<file path="config.mk">
export PLATFORM = sky130hd
export DESIGN_NAME = lfsr_rng_arbiter
export DESIGN_NICKNAME = d
export VERILOG_FILES = /design/src/rtl/lfsr_rng_arbiter.sv
export SDC_FILE = /design/constraint.sdc
export NUM_CORES = 1
export LEC_CHECK = 0
export ABC_AREA = 1
export CORE_ASPECT_RATIO = 1.2
export CORE_UTILIZATION = 23
export CTS_CLUSTER_DIAMETER = 60
export DETAILED_ROUTE_END_ITERATION = 8
export MAX_ROUTING_LAYER = met4
export PLACE_DENSITY_LB_ADDON = 0.1
export SYNTH_ARGS = -nofsm -noshare
export SYNTH_HDL_FRONTEND = slang
export SYNTH_SLANG_ARGS = --single-unit
</file>
<file path="constraint.sdc">
create_clock -name clk_i -period 5 [get_ports clk_i]
set_clock_uncertainty 0.1 [all_clocks]
set_input_delay 1 -clock clk_i [delete_from_list [all_inputs] [get_ports clk_i]]
set_output_delay 1 -clock clk_i [all_outputs]
set_load 0.01 [all_outputs]
</file>
<file path="src/rtl/lfsr_rng_arbiter.sv">
// ============================================================================
// Module   : lfsr_rng_arbiter
// Purpose  : Shared 32-bit LFSR random-number server with round-robin grants,
//            run-time reseed, warm-up phase and all-zero-seed protection.
//            Optional macro LFSR_RNG_FREERUN_EN: LFSR free-runs while serving.
// Revision : 1.0 - initial release
// ============================================================================
`default_nettype none

module lfsr_rng_arbiter #(
  parameter int          NUM_REQ       = 4,
  parameter int          WARMUP_CYCLES = 8,
  parameter logic [31:0] RESET_SEED    = 32'h00BD_F3A0
) (
  input  logic               clk_i,
  input  logic               reset_i,
  input  logic [NUM_REQ-1:0] req_i,
  output logic [NUM_REQ-1:0] gnt_o,
  output logic [31:0]        rnd_o,
  output logic               rnd_valid_o,
  input  logic               seed_we_i,
  input  logic [31:0]        seed_i,
  output logic               busy_o
);

  localparam int         PTR_W    = (NUM_REQ > 1) ? $clog2(NUM_REQ) : 1;
  localparam logic [7:0] c_warmup = 8'(WARMUP_CYCLES);

`ifdef LFSR_RNG_FREERUN_EN
  localparam logic c_freerun = 1'b1;
`else
  localparam logic c_freerun = 1'b0;
`endif

  typedef enum logic [0:0] {
    SERVE  = 1'b0,
    WARMUP = 1'b1
  } state_t;

  state_t             r_state;
  state_t             w_state_nxt;
  logic [31:0]        r_lfsr;
  logic [31:0]        w_lfsr_nxt;
  logic [31:0]        w_lfsr_step;
  logic [7:0]         r_cnt;
  logic [7:0]         w_cnt_nxt;
  logic [PTR_W-1:0]   r_ptr;
  logic [PTR_W-1:0]   w_ptr_nxt;
  logic [PTR_W-1:0]   w_win;
  logic [PTR_W:0]     w_idx;
  logic               w_found;
  logic               w_grant;
  logic [NUM_REQ-1:0] w_onehot;

  function automatic logic [31:0] lfsr_step(input logic [31:0] s);
    return {s[30:0], s[27] ^ s[23] ^ s[19] ^ s[18] ^ s[15] ^ s[11] ^ s[7] ^ s[4] ^ s[1]};
  endfunction

  assign w_lfsr_step = lfsr_step(r_lfsr);

  // Round-robin search: first set request at or above the pointer, wrapping.
  always_comb begin
    w_win   = '0;
    w_found = 1'b0;
    w_idx   = '0;
    for (int i = 0; i < NUM_REQ; i++) begin
      w_idx = {1'b0, r_ptr} + (PTR_W+1)'(i);
      if (w_idx >= (PTR_W+1)'(NUM_REQ)) begin
        w_idx = w_idx - (PTR_W+1)'(NUM_REQ);
      end
      if (!w_found && req_i[w_idx[PTR_W-1:0]]) begin
        w_found = 1'b1;
        w_win   = w_idx[PTR_W-1:0];
      end
    end
  end

  always_comb begin
    w_onehot        = '0;
    w_onehot[w_win] = 1'b1;
  end

  // Next-state logic; a reseed overrides any grant in the same cycle.
  always_comb begin
    w_state_nxt = r_state;
    w_lfsr_nxt  = r_lfsr;
    w_cnt_nxt   = r_cnt;
    w_ptr_nxt   = r_ptr;
    w_grant     = 1'b0;
    if (seed_we_i) begin
      w_lfsr_nxt = (seed_i == 32'd0) ? RESET_SEED : seed_i;
      if (WARMUP_CYCLES == 0) begin
        w_state_nxt = SERVE;
      end else begin
        w_state_nxt = WARMUP;
        w_cnt_nxt   = c_warmup;
      end
    end else begin
      case (r_state)
        SERVE: begin
          if (w_found) begin
            w_grant    = 1'b1;
            w_lfsr_nxt = w_lfsr_step;
            w_ptr_nxt  = (w_win == PTR_W'(NUM_REQ - 1)) ? '0 : w_win + PTR_W'(1);
          end else if (c_freerun) begin
            w_lfsr_nxt = w_lfsr_step;
          end
        end
        WARMUP: begin
          w_lfsr_nxt = w_lfsr_step;
          w_cnt_nxt  = r_cnt - 8'd1;
          if (r_cnt <= 8'd1) begin
            w_state_nxt = SERVE;
          end
        end
        default: w_state_nxt = SERVE;
      endcase
    end
  end

  always_ff @(posedge clk_i) begin
    if (reset_i) begin
      r_state     <= SERVE;
      r_lfsr      <= RESET_SEED;
      r_cnt       <= '0;
      r_ptr       <= '0;
      gnt_o       <= '0;
      rnd_o       <= '0;
      rnd_valid_o <= 1'b0;
      busy_o      <= 1'b0;
    end else begin
      r_state     <= w_state_nxt;
      r_lfsr      <= w_lfsr_nxt;
      r_cnt       <= w_cnt_nxt;
      r_ptr       <= w_ptr_nxt;
      gnt_o       <= w_grant ? w_onehot : '0;
      rnd_valid_o <= w_grant;
      busy_o      <= (w_state_nxt == WARMUP);
      if (w_grant) begin
        rnd_o <= r_lfsr;
      end
    end
  end

endmodule

`default_nettype wire

</file>
[Word-level counts from Yosys, hierarchy flattened]
Index checks and enable logic that the tools add are counted.
Widths: inputs -> output; s select.
Cells by class
  $add $sub $neg: 9
  multiply operators: 0
  divide/modulo/power cells: 0
  $lt $le $gt $ge: 11
  eq/ne operators: 2
  shift-type cells: 0
  multiplexer cells: 35
  bitwise operators: 11
  reduce and logical (&&, ||, !) cells: 12
Operator list (count)
  $mux 32: 3
  $pmux 32 s2: 1
  $logic_not 32->1: 1
  $mux 2: 9
  $lt 2x3->1 const B: 5
  $mux 1: 15
  $ge 3x3->1 const B: 3
  $bmux 1 s2: 4
  $le 8x1->1 const B: 1
  $mux 4: 2
  $sub 2x1->2 const B: 4
  $sub 8x1->8 const B: 1
  $xor 1x1->1: 8
  $add 2x2->3 const B: 2
  $logic_and 1x1->1: 4
  $reduce_or 2->1: 2
  $add 2x1->3 const B: 1
  $ge 2x3->1 const B: 1
  $logic_not 1->1: 3
  $ne 3x3->1 const B: 1
  $not 1->1: 3
  $reduce_and 3->1: 1
  $add 2x1->2 const B: 1
  $demux 1 s2: 1
  other kinds (3): 3
Word-level totals
  bits in registers: 80
  bits in latches: 0
  RAM bits: 0
  ROM bits: 0
  input port bits: 39
  output and inout bits: 38
  logic and storage cells: 88
  memories: 0

[Logic depth before layout (Yosys ltp)]
Gate-level depths: netlist of the first run.
  depth in word-level cells: 19
  gate-level depth with buffers: 15
  mapped depth without buffers: 14

[Least setup slack after synthesis of the first run]
No wires, ideal clock.
  kind: in2reg
  start: input port req_i[3]
  end: register r_ptr[1]
  library setup time: 0.116 ns
  arrival: 2.328 ns
  data required time: 4.784 ns
  path slack: 2.456 ns
  stages on the path: 11
  path buffers: 0
  cells stage by stage: inv_1 > nand2_1 > nand3_1 > nand2_2 > nor2_4 > nand3b_1 > o21ai_0 > inv_1 > ha_1 > o21ai_0 > nor2_1
Between the ends
  longest elaborated chain between the ends: 14
  elaborated cells on any way between the ends: 26
  classes of those cells: 1 x add/sub; 1 x eq/ne; 17 x mux; 7 x reduce/logical
RTL lines
  from (decl): RTL line 17  | input logic [NUM_REQ-1:0] req_i,
  $bmux 1 s2: RTL line 71  | if (!w_found && req_i[w_idx[PTR_W-1:0]]) begin
  $mux 1 (not written as such): RTL line 71
  $mux 1: RTL line 71
  $logic_not 1->1: RTL line 71
  $logic_and 1x1->1: RTL line 71
  $mux 1: RTL line 71
  $logic_not 1->1: RTL line 71
  $logic_and 1x1->1: RTL line 71
  $mux 1: RTL line 71
  $logic_not 1->1: RTL line 71
  $logic_and 1x1->1: RTL line 71
  $mux 2: RTL line 71
  $add 2x1->2 / $eq 2x2->1 (equally long branches): RTL line 104  | w_ptr_nxt = (w_win == PTR_W'(NUM_REQ - 1)) ? '0 : w_win + PTR_W'(1);
  $mux 2: RTL line 104
  to (signal assigned): RTL line 135  | r_ptr <= w_ptr_nxt;
  to (decl): RTL line 47  | logic [PTR_W-1:0] r_ptr;
Several ways; a longest one is shown, not always the timed one. The select of a mux whose other input is x is not followed.
A chain may end at the register's enable or synchronous reset.

[Worst setup path in the final report of the first run]
  start: input port req_i[3]
  end: register gnt_o[2]
Between the ends
  longest elaborated chain between the ends: 17
  elaborated cells on any way between the ends: 32
  classes of those cells: 2 x order compare; 21 x mux; 1 x bitwise; 8 x reduce/logical
RTL lines
  parallel branches: the longest is 17 deep, another holds $bmux 1 s2
  to (signal assigned): RTL line 136  | gnt_o <= w_grant ? w_onehot : '0;
  to (decl): RTL line 18  | output logic [NUM_REQ-1:0] gnt_o,
Several ways; the timed one is not identified. The select of a mux whose other input is x is not followed.

==> run_results.csv, run 1 <==
group,metric,value,unit
drt,avgViaCountPerCell,4.29,
synthesis,yosysMostFrequentCell,"nand2_1",
worst_setup_path,crit_path_end,"gnt_o[2]",
synthesis,ys_seq_elements,80,
clocking,cts_tree,"yes",
synthesis,synthArstFlopShare,0,%
worst_setup_path,r2r_setup_slack,2.29,ns
worst_setup_path,r2r-start,"r_ptr[0]",
synthesis,ys_seq_area_share,40.2,%
clocking,clk_latency,0.34,ns
drt,drt_iter0_markers,191,
clocking,cts_setup_buffers,0,
die,rows,52,
synthesis,syn-cell-area,3980,µm²
run_status,status,"completed",
worst_setup_path,endpoint_kind,"flop",
pwr,powerDensity,383,nW/µm²
worst_setup_path,arrival,3.41,ns
synthesis,synth_cell_type_count,32,
drt,drc,0,
worst_setup_path,reg2reg_depth,10,
drt,postRouteAntennaNets,0,
synthesis,postSynthCellCount,586,
job,drv_cap,0,
clocking,htreeDepth,3,
sta,hold_violations,0,
sta,worst_slew_pin_slew,1.19,ns
grt,grt_max_degree,47,
synthesis,syn-num-nets,631,
die,initial_core_util,23.5,%
clocking,ctsResizeCount,0,
placed_design,port_buffers,76,
placed_design,dp_hpwl,8.02,mm
cells_and_area,drive_gt1_share,9.04,%
pwr,leakage,2.32,nW
synthesis,synth_top_area_share,40.2,%
die,fp.dieArea,17800,µm²
worst_setup_path,crit_fanout,36,
sta,slew_viol_final,0,
hold_path,hold_path.class,"reg -> reg",
worst_setup_path,timing.rr.end,"gnt_o[2]",
drt,wl,11.2,mm
worst_setup_path,cp-start-kind,"input port",
sta,max_freq,309,MHz
pwr,switching_share,32.0,%
pwr,vdd_drop_max,0.113,mV
drt,firstDrtPassIters,4,
cells_and_area,final_nets,693,
die,die_w,122,µm
synthesis,netlist_top_cells_count,"134 x nand2_1, 123 x nor2_1, 80 x dfxtp_1",
sta,finalSetupViolations,0,
sta,rsz0062_at_grt,"no",
synthesis,yosysWarnings,0,
sta,finalSetupTns,0,ns
sta,timing.slew.headroom,20.9,%
worst_setup_path,crit_start,"req_i[3]",
clocking,clockBufferDepth,2,
cells_and_area,finalInstanceArea,5160,µm²
pwr,internal-power,1.34,mW
clocking,cts_made_buffers,9,
cells_and_area,area_delta_synth_final,29.6,%
grt,overflow,0,
drt,wl_per_cell,12.9,µm
pwr,pwr-share-seq,39.1,%
grt,grt_pass1_wl,18.0,mm
worst_setup_path,critPathKind,"in -> reg",
clocking,postCtsHoldBufs,0,
synthesis,synth-edff-count,0,
clocking,clockRootBuffer,"clkbuf_16",
pwr,p_comb_share,26.5,%
synthesis,avgSynthCellArea,6.79,µm²
synthesis,synth_area_leaders,"dfxtp_1 40%, nand2_1 13%, nor2_1 12%",
cells_and_area,fillCellCount,1869,
die,io_pins,77,
pwr,p_switching,0.633,mW
grt,antenna_found_initial,0,
synthesis,yosys.area.top_type,"dfxtp_1",
die,die_y,146,µm
sta,min_period_over_period,64.7,%
die,core-area,16900,µm²
sta,period_needed,3.24,ns
cells_and_area,antennaDiodeCount,0,
placed_design,gp_congestion,0.828,
grt,grt_pass1_vias,3503,
worst_setup_path,cp.required,5.17,ns
placed_design,place_area,4850,µm²
pwr,clockPowerShare,34.4,%
drt,vias,3728,
grt,grt_util_all_layers,13.5,%
synthesis,synthFlopType,"dfxtp_1",
clocking,clock_sinks,80,
clocking,path_clk_slew,0.06,ns
-- per-stage QoR --
step	hold slack [ns]	util (%)	cells	setup slack, ns	power [mW]
CTS	0.364	30.5	869	1.71	2.01
finish	0.362	30.5	869	1.76	1.98
global route	0.379	30.5	869	1.45	2.11
detailed placement	0.355	28.7	853	1.35	1.32
global placement	0.354	28.7	853	1.49	1.31
floorplan	0.336	-	586	2.46	1.13
-- state kept, by name (all words and copies together) (netlist names) --
register	cells
r_state	1
r_ptr	2
r_cnt	8
rnd_valid_o	1
gnt_o	4
rnd_o	32
r_lfsr	32
-- layer usage --
| layer | wire length (µm) | vias up | global-route usage (%) |
|---|---|---|---|
| met5 | 0 | - | - |
| met4 | 99 | 0 | 4.02 |
| met3 | 452 | 8 | 2.97 |
| met2 | 5450 | 74 | 21.5 |
| met1 | 5230 | 1694 | 16.8 |
| li1 | - | 1952 | - |
-- power groups by stage --
stage / registers, mW / clock network, mW / logic (mW)
2_1_floorplan: 0.788 / 0 / 0.340
3_3_place_gp: 0.788 / 0 / 0.522
3_5_place_dp: 0.788 / 0 / 0.528
4_1_cts: 0.773 / 0.704 / 0.530
5_1_grt: 0.783 / 0.730 / 0.593
6_report: 0.772 / 0.679 / 0.524
-- critical path, cell delays in order --
cell and delay [ns]:
clkdlybuf4s50_1 0.48, inv_1 0.04, nand2_1 0.07, nand3_1 0.14, nand2_2 0.15, nor2_4 0.06
nand3_1 0.08, nand2_2 0.37, inv_2 0.62, nand2_1 0.23, nor2_1 0.16
-- kinds of logic (layout without fill, tap and decap cells) --
| group | Yosys count | after routing | synth area share [%] |
|---|---|---|---|
| xor gates and xnor gates | 1 | 1 | 0.220 |
| adders and majority gates | 6 | 6 | 1.89 |
| DFF | 80 | 80 | 40.2 |
| AOI/OAI and AO/OA | 90 | 90 | 12.4 |
| and+or+nand+nor | 317 | 317 | 34.5 |
| buffers and inverters | 92 | 159 | 10.8 |
-- how the worst min path moves through the flow --
stage | start | endpoint | slack (ns) | cells after the start
6_report | r_lfsr[31] | r_lfsr[31] | 0.36 | 2
3_5_place_dp | r_lfsr[31] | r_lfsr[31] | 0.36 | 2
4_1_cts | r_lfsr[31] | r_lfsr[31] | 0.36 | 2
5_1_grt | r_lfsr[31] | r_lfsr[31] | 0.38 | 2
3_3_place_gp | r_lfsr[31] | r_lfsr[31] | 0.35 | 2
2_1_floorplan | r_lfsr[31] | r_lfsr[31] | 0.34 | 2
-- area by class of cell --
type,instances,area [µm²],share of cell area (%)
sequential,80,1600,31.0
clock buffer,10,239,4.63
inverter,64,245,4.75
clock inverter,6,68.8,1.33
tap,216,270,5.24
multi-input combinational,414,1950,37.8
timing repair buffer,79,783,15.2
-- layout by cell type (no fill, tap or decap), types with 5 or more instances in the layout --
cell type / n
inv_1: 60
o21ai_0: 43
nand2_1: 134
clkbuf_16: 9
ha_1: 6
nand3_1: 12
or2_2: 15
o21ai_1: 5
dfxtp_1: 80
nor2_1: 123
nand3_2: 9
o211ai_1: 15
clkdlybuf4s50_1: 76
nand2_2: 9
nor3_1: 5
a21oi_1: 25
No activity file was read; power rests on OpenSTA's default activity.
==> run 2, diff against run 1 <==
clock period = 2.8 ns   (was 5 ns; I/O delays follow)
==> run 2 against run 1 <==
  * Sequential share of layout area is 0.30 points lower
  * Total power is 74% higher
  * Register-to-register slack worse by 1.7 ns
  * Via count is 0.16% higher
  * Sequential power is 79% higher
  * Die area stayed put
  * Critical endpoint is now r_ptr[1]
  * Count of clock-buffer cells in the layout stayed put
  * Critical path type unchanged
  * First-iteration DRC count is 5.2% lower
  * Clock power is 61% higher
  * Largest power group unchanged
  * Worst hold slack better by 0.0037 ns
  * Core utilization is 0.30 points higher
==> run_results.csv, run 2 (same netlist as run 1, synthesis figures left out) <==
group,metric,value,unit
clocking,path_clk_slew,0.06,ns
worst_setup_path,cp-start-kind,"input port",
worst_setup_path,cp_slowest_cell,"clkdlybuf4s50_1",
clocking,clockBufferDepth,2,
pwr,pwr-share-seq,40.2,%
drt,postRouteAntennaNets,0,
drt,drc,0,
die,initial_core_util,23.5,%
cells_and_area,reg_top3,"r_lfsr: 32 flops, rnd_o: 32 flops, r_cnt: 8 flops",
die,die_y,146,µm
pwr,vdd_drop_max,0.221,mV
grt,grt_pass1_vias,3665,
worst_setup_path,critical-path-max-stage-delay,0.42,ns
drt,firstDrtPassIters,4,
sta,worst_slew_pin_slew,0.436,ns
worst_setup_path,cp.required,2.94,ns
sta,period_needed,2.27,ns
job,drv_cap,0,
grt,antenna_found_initial,0,
cells_and_area,mostFrequentLayoutCells,"134 x nand2_1, 123 x nor2_1, 80 x dfxtp_1, 76 x clkdlybuf4s50_1, 60 x inv_1",
pwr,leakage,2.36,nW
pwr,switching_share,32.8,%
clocking,cts_setup_buffers,0,
pwr,internal-power,2.31,mW
hold_path,min_from,"r_lfsr[31]",
cells_and_area,layout_commonest_cell,"nand2_1",
worst_setup_path,endpoint_kind,"flop",
placed_design,port_buffers,76,
pwr,p_switching,1.13,mW
worst_setup_path,crit_fanout,4,
die,core-area,16900,µm²
hold_path,min_path_cells,2,
grt,grt_max_degree,49,
cells_and_area,instances_no_fill,878,
worst_setup_path,worstPathCellList,"clkdlybuf4s50_1 > inv_1 > nand2_1 > nand3_1 > nand2_2 > nor2_4 > nand3b_1 > o21ai_0 > inv_1 > ha_1 > o21ai_0 > nor2_1",
grt,grt_util_all_layers,13.7,%
worst_setup_path,r2r-start,"r_ptr[0]",
cells_and_area,final_nets,702,
sta,hold_violations,0,
die,die_w,122,µm
die,io_pins,77,
worst_setup_path,timing.rr.end,"r_ptr[1]",
sta,timing.slew.headroom,70.9,%
clocking,postCtsHoldBufs,0,
worst_setup_path,arrival,2.41,ns
pwr,clockPowerShare,31.7,%
sta,rsz0062_at_grt,"no",
grt,grt_pass1_wl,18.3,mm
sta,max_freq,440,MHz
clocking,clk_latency,0.35,ns
pwr,p_comb_share,28.2,%
die,rows,52,
drt,vias,3734,
clocking,cts_tree,"yes",
cells_and_area,area_delta_synth_final,30.9,%
grt,overflow,0,
cells_and_area,drive_gt1_share,10.1,%
worst_setup_path,critPathKind,"in -> reg",
sta,finalSetupViolations,0,
clocking,clockRootBuffer,"clkbuf_16",
clocking,ctsResizeCount,0,
worst_setup_path,r2r_setup_slack,0.58,ns
clocking,cts_made_buffers,9,
cells_and_area,fillCellCount,1875,
sta,slew_viol_final,0,
drt,wl_per_cell,12.7,µm
placed_design,dp.cells,862,
hold_path,hold_end,"r_lfsr[31]",
sta,finalSetupTns,0,ns
clocking,htreeDepth,3,
drt,drt_iter0_markers,181,
hold_path,hold_path.class,"reg -> reg",
pwr,powerDensity,660,nW/µm²
clocking,clock_sinks,80,
placed_design,gp_congestion,0.838,
worst_setup_path,reg2reg_depth,10,
pwr,finalPower,3.44,mW
drt,wl,11.1,mm
die,fp.dieArea,17800,µm²
placed_design,dp_hpwl,8.12,mm
run_status,status,"completed",
cells_and_area,antennaDiodeCount,0,
drt,avgViaCountPerCell,4.25,
sta,min_period_over_period,81.1,%
## run 2: final cells by class
type | instances | area [µm²] | share of cell area, %
sequential | 80 | 1600 | 30.7
multi-input combinational | 414 | 1950 | 37.4
tap | 216 | 270 | 5.19
timing repair buffer | 88 | 876 | 16.8
clock inverter | 6 | 36.3 | 0.697
inverter | 64 | 245 | 4.71
clock buffer | 10 | 229 | 4.40
## run 2: metal layers
layer / vias up / wire length (µm) / GRT usage [%] / share of wire, %
met5: - / 0 / - / 0
met4: 0 / 88 / 5.06 / 0.79
met3: 6 / 356 / 2.70 / 3.2
met2: 48 / 5330 / 21.6 / 48
met1: 1709 / 5340 / 17.1 / 48
li1: 1971 / - / - / -
## run 2: power groups by stage
stage	Combinational, mW	Sequential (mW)	Clock (mW)
6_report	0.968	1.38	1.09
5_1_grt	1.11	1.40	1.19
4_1_cts	0.985	1.38	1.13
3_5_place_dp	0.981	1.41	0
3_3_place_gp	0.965	1.41	0
2_1_floorplan	0.608	1.41	0
## run 2: critical path, delay by kind of cell
family                   cells  cell delay, ns
AND/OR/NAND/NOR              6            0.63
buffers and inverters        3            0.58
adder cells (fa/ha/maj)      1            0.28
AO/OA/AOI/OAI                2            0.37
## run 2: worst max path at each step
stage             start        to  slack, ns  cells after the start
6_report       req_i[3]  r_ptr[1]       0.53                     12
5_1_grt        r_ptr[0]  r_ptr[1]       0.24                     10
4_1_cts        req_i[3]  r_ptr[1]       0.53                     12
3_5_place_dp   req_i[3]  r_ptr[1]       0.16                     12
3_3_place_gp   req_i[2]  r_ptr[1]       0.21                     12
2_1_floorplan  req_i[3]  r_ptr[1]       0.70                     11
## run 2: per-stage QoR
stage               worst slack (ns)  utilization, %  instance area (µm²)  hold slack [ns]
detailed placement             0.157            29.2                 4940            0.356
floorplan                      0.696               -                 3980            0.336
global route                   0.241            30.8                 5210            0.401
CTS                            0.526            30.8                 5210            0.370
finish                         0.529            30.8                 5210            0.365
global placement               0.207            29.2                 4940            0.351
==> run 3, diff against run 2 <==
clock period = 1.9 ns   (was 2.8 ns; I/O delays follow)
==> run 3 against run 2 <==
  * The run now ends with negative setup slack left
  * Non-clock buffer count rose by 51
  * Combinational power rose by 110%
  * Worst setup slack lost 0.57 ns
  * Critical path type is now reg -> reg
==> run_results.csv, run 3 (same netlist as run 1, synthesis figures left out) <==
group,metric,value,unit
pwr,p_switching,1.85,mW
placed_design,port_buffers,76,
clocking,postCtsHoldBufs,0,
worst_setup_path,crit_start,"r_ptr[0]",
clocking,cts_made_buffers,9,
die,die_w,122,µm
pwr,vdd_drop_max,0.370,mV
worst_setup_path,path_buf_inv,2,
die,io_pins,77,
worst_setup_path,critPathTopFamily,"simple AND/OR/NAND/NOR gates",
hold_path,min_from,"r_lfsr[31]",
pwr,finalPower,5.80,mW
worst_setup_path,critPathKind,"reg -> reg",
drt,vias,3983,
clocking,cts_tree,"yes",
cells_and_area,finalInstanceArea,5950,µm²
grt,grt_pass1_vias,3868,
hold_path,min_path_cells,2,
clocking,clock_sinks,80,
pwr,leakage,2.70,nW
pwr,powerDensity,974,nW/µm²
sta,fin_ws,-0.0431,ns
worst_setup_path,reg2reg_depth,12,
clocking,path_clk_slew,0.06,ns
clocking,clockBufferDepth,2,
worst_setup_path,crit_fanout,4,
die,fp.dieArea,17800,µm²
sta,period_needed,1.94,ns
sta,finalSetupTns,-0.0431,ns
worst_setup_path,arrival,2.08,ns
cells_and_area,reg_top3,"r_lfsr: 32 flops, rnd_o: 32 flops, r_cnt: 8 flops",
die,rows,52,
cells_and_area,area_delta_synth_final,49.6,%
die,core-area,16900,µm²
clocking,clockRootBuffer,"clkbuf_16",
die,initial_core_util,23.5,%
grt,overflow,0,
pwr,switching_share,31.9,%
pwr,clockPowerShare,30.0,%
worst_setup_path,r2r-start,"r_ptr[0]",
sta,rsz0062_at_grt,"yes",
run_status,violations,"negative setup slack",
placed_design,place_area,5280,µm²
grt,grt_util_all_layers,14.3,%
sta,max_freq,515,MHz
worst_setup_path,crit_top_cell,"nand2_4",
die,die_y,146,µm
sta,min_period_over_period,102,%
sta,timing.slew.headroom,80.4,%
clocking,htreeDepth,3,
pwr,pwr-share-seq,35.2,%
drt,drt_iter0_markers,147,
cells_and_area,antennaDiodeCount,0,
placed_design,gp_congestion,0.837,
cells_and_area,final_nets,753,
pwr,p_comb_share,34.8,%
sta,worst_slew_pin_slew,0.291,ns
hold_path,hold_path.class,"reg -> reg",
job,drv_cap,0,
worst_setup_path,endpoint_kind,"flop",
placed_design,dp_hpwl,8.64,mm
clocking,clk_latency,0.34,ns
worst_setup_path,worstPathCellList,"buf_6 > nand2_4 > nand2_4 > nand2_1 > nand2_2 > nand3b_1 > nand4_1 > o21ai_2 > inv_2 > ha_1 > o21ai_1 > nor2_1",
drt,wl_per_cell,13.2,µm
drt,avgViaCountPerCell,4.29,
grt,antenna_found_initial,0,
drt,firstDrtPassIters,4,
drt,postRouteAntennaNets,0,
sta,finalSetupViolations,1,
worst_setup_path,cp.required,2.04,ns
cells_and_area,fillCellCount,1834,
drt,wl,12.2,mm
worst_setup_path,critical-path-max-stage-delay,0.40,ns
sta,holdWs,0.360,ns
cells_and_area,mostFrequentLayoutCells,"123 x nand2_1, 115 x nor2_1, 78 x dfxtp_1, 72 x clkdlybuf4s50_1, 56 x inv_1",
run_status,status,"finished with violations",
cells_and_area,layout_commonest_cell,"nand2_1",
grt,grt_pass1_wl,19.1,mm
worst_setup_path,cp.depth,12,
pwr,internal-power,3.95,mW
cells_and_area,drive_gt1_share,22.3,%
sta,hold_violations,0,
grt,grt_max_degree,33,
worst_setup_path,cp-start-kind,"flop",
drt,drc,0,
worst_setup_path,cp_slowest_cell,"dfxtp_4",
placed_design,dp_slack,-0.507,ns
sta,slew_viol_final,0,
-- run 3: final timing paths --
check | endpoint | slack (ns)
hold / removal | r_lfsr[31] | 0.36
setup reg to reg | r_ptr[1] | -0.04
setup / recovery | r_ptr[1] | -0.04
hold reg to reg | r_lfsr[31] | 0.36
-- run 3: power by group through the flow --
stage                     sequential, mW  combinational, mW  clock, mW
after floorplan                     2.07              0.898          0
after global placement              2.05               1.67          0
after detailed placement            2.05               1.67          0
after CTS                           2.03               1.79       1.80
after global routing                2.07               2.24       1.86
final                               2.04               2.02       1.74
-- run 3: repair_timing --
| item | in CTS | in global routing |
|---|---|---|
| gates resized for setup | 32 | 51 |
| setup endpoints to repair | 12 | 38 |
| setup buffers | 8 | 4 |
| gates cloned | 0 | 5 |
| pin swaps | 16 | 14 |
-- run 3: final cells by class --
cell class / count / area (µm²) / area share (%)
clock buffers: 12 / 246 / 4.14
inverters: 64 / 258 / 4.33
repair buffers: 139 / 1410 / 23.6
multi-input cells: 414 / 2120 / 35.6
clock inverters: 3 / 42.5 / 0.714
well taps: 216 / 270 / 4.54
flip-flops and latches: 80 / 1610 / 27.0
-- run 3: tightest hold or removal path: cells and delay by family, from the launching register on --
kind | cells | cell delay [ns]
AND/OR/NAND/NOR | 1 | 0.06
flip-flops | 1 | 0.31
AO/OA/AOI/OAI | 1 | 0.05
-- run 3: per-layer routing --
metal | part of all wire [%] | vias up | GRT usage, %
li1 | - | 2091 | -
met5 | 0 | - | -
met4 | 2.4 | 0 | 6.77
met3 | 3.1 | 17 | 2.07
met2 | 48 | 62 | 22.5
met1 | 47 | 1813 | 17.7
-- run 3: through the flow --
| step | instances | util [%] |
|---|---|---|
| global route | 928 | 35.2 |
| detailed placement | 898 | 31.2 |
| global placement | 898 | 31.2 |
| finish | 928 | 35.2 |
| floorplan | 586 | - |
| CTS | 919 | 33.5 |
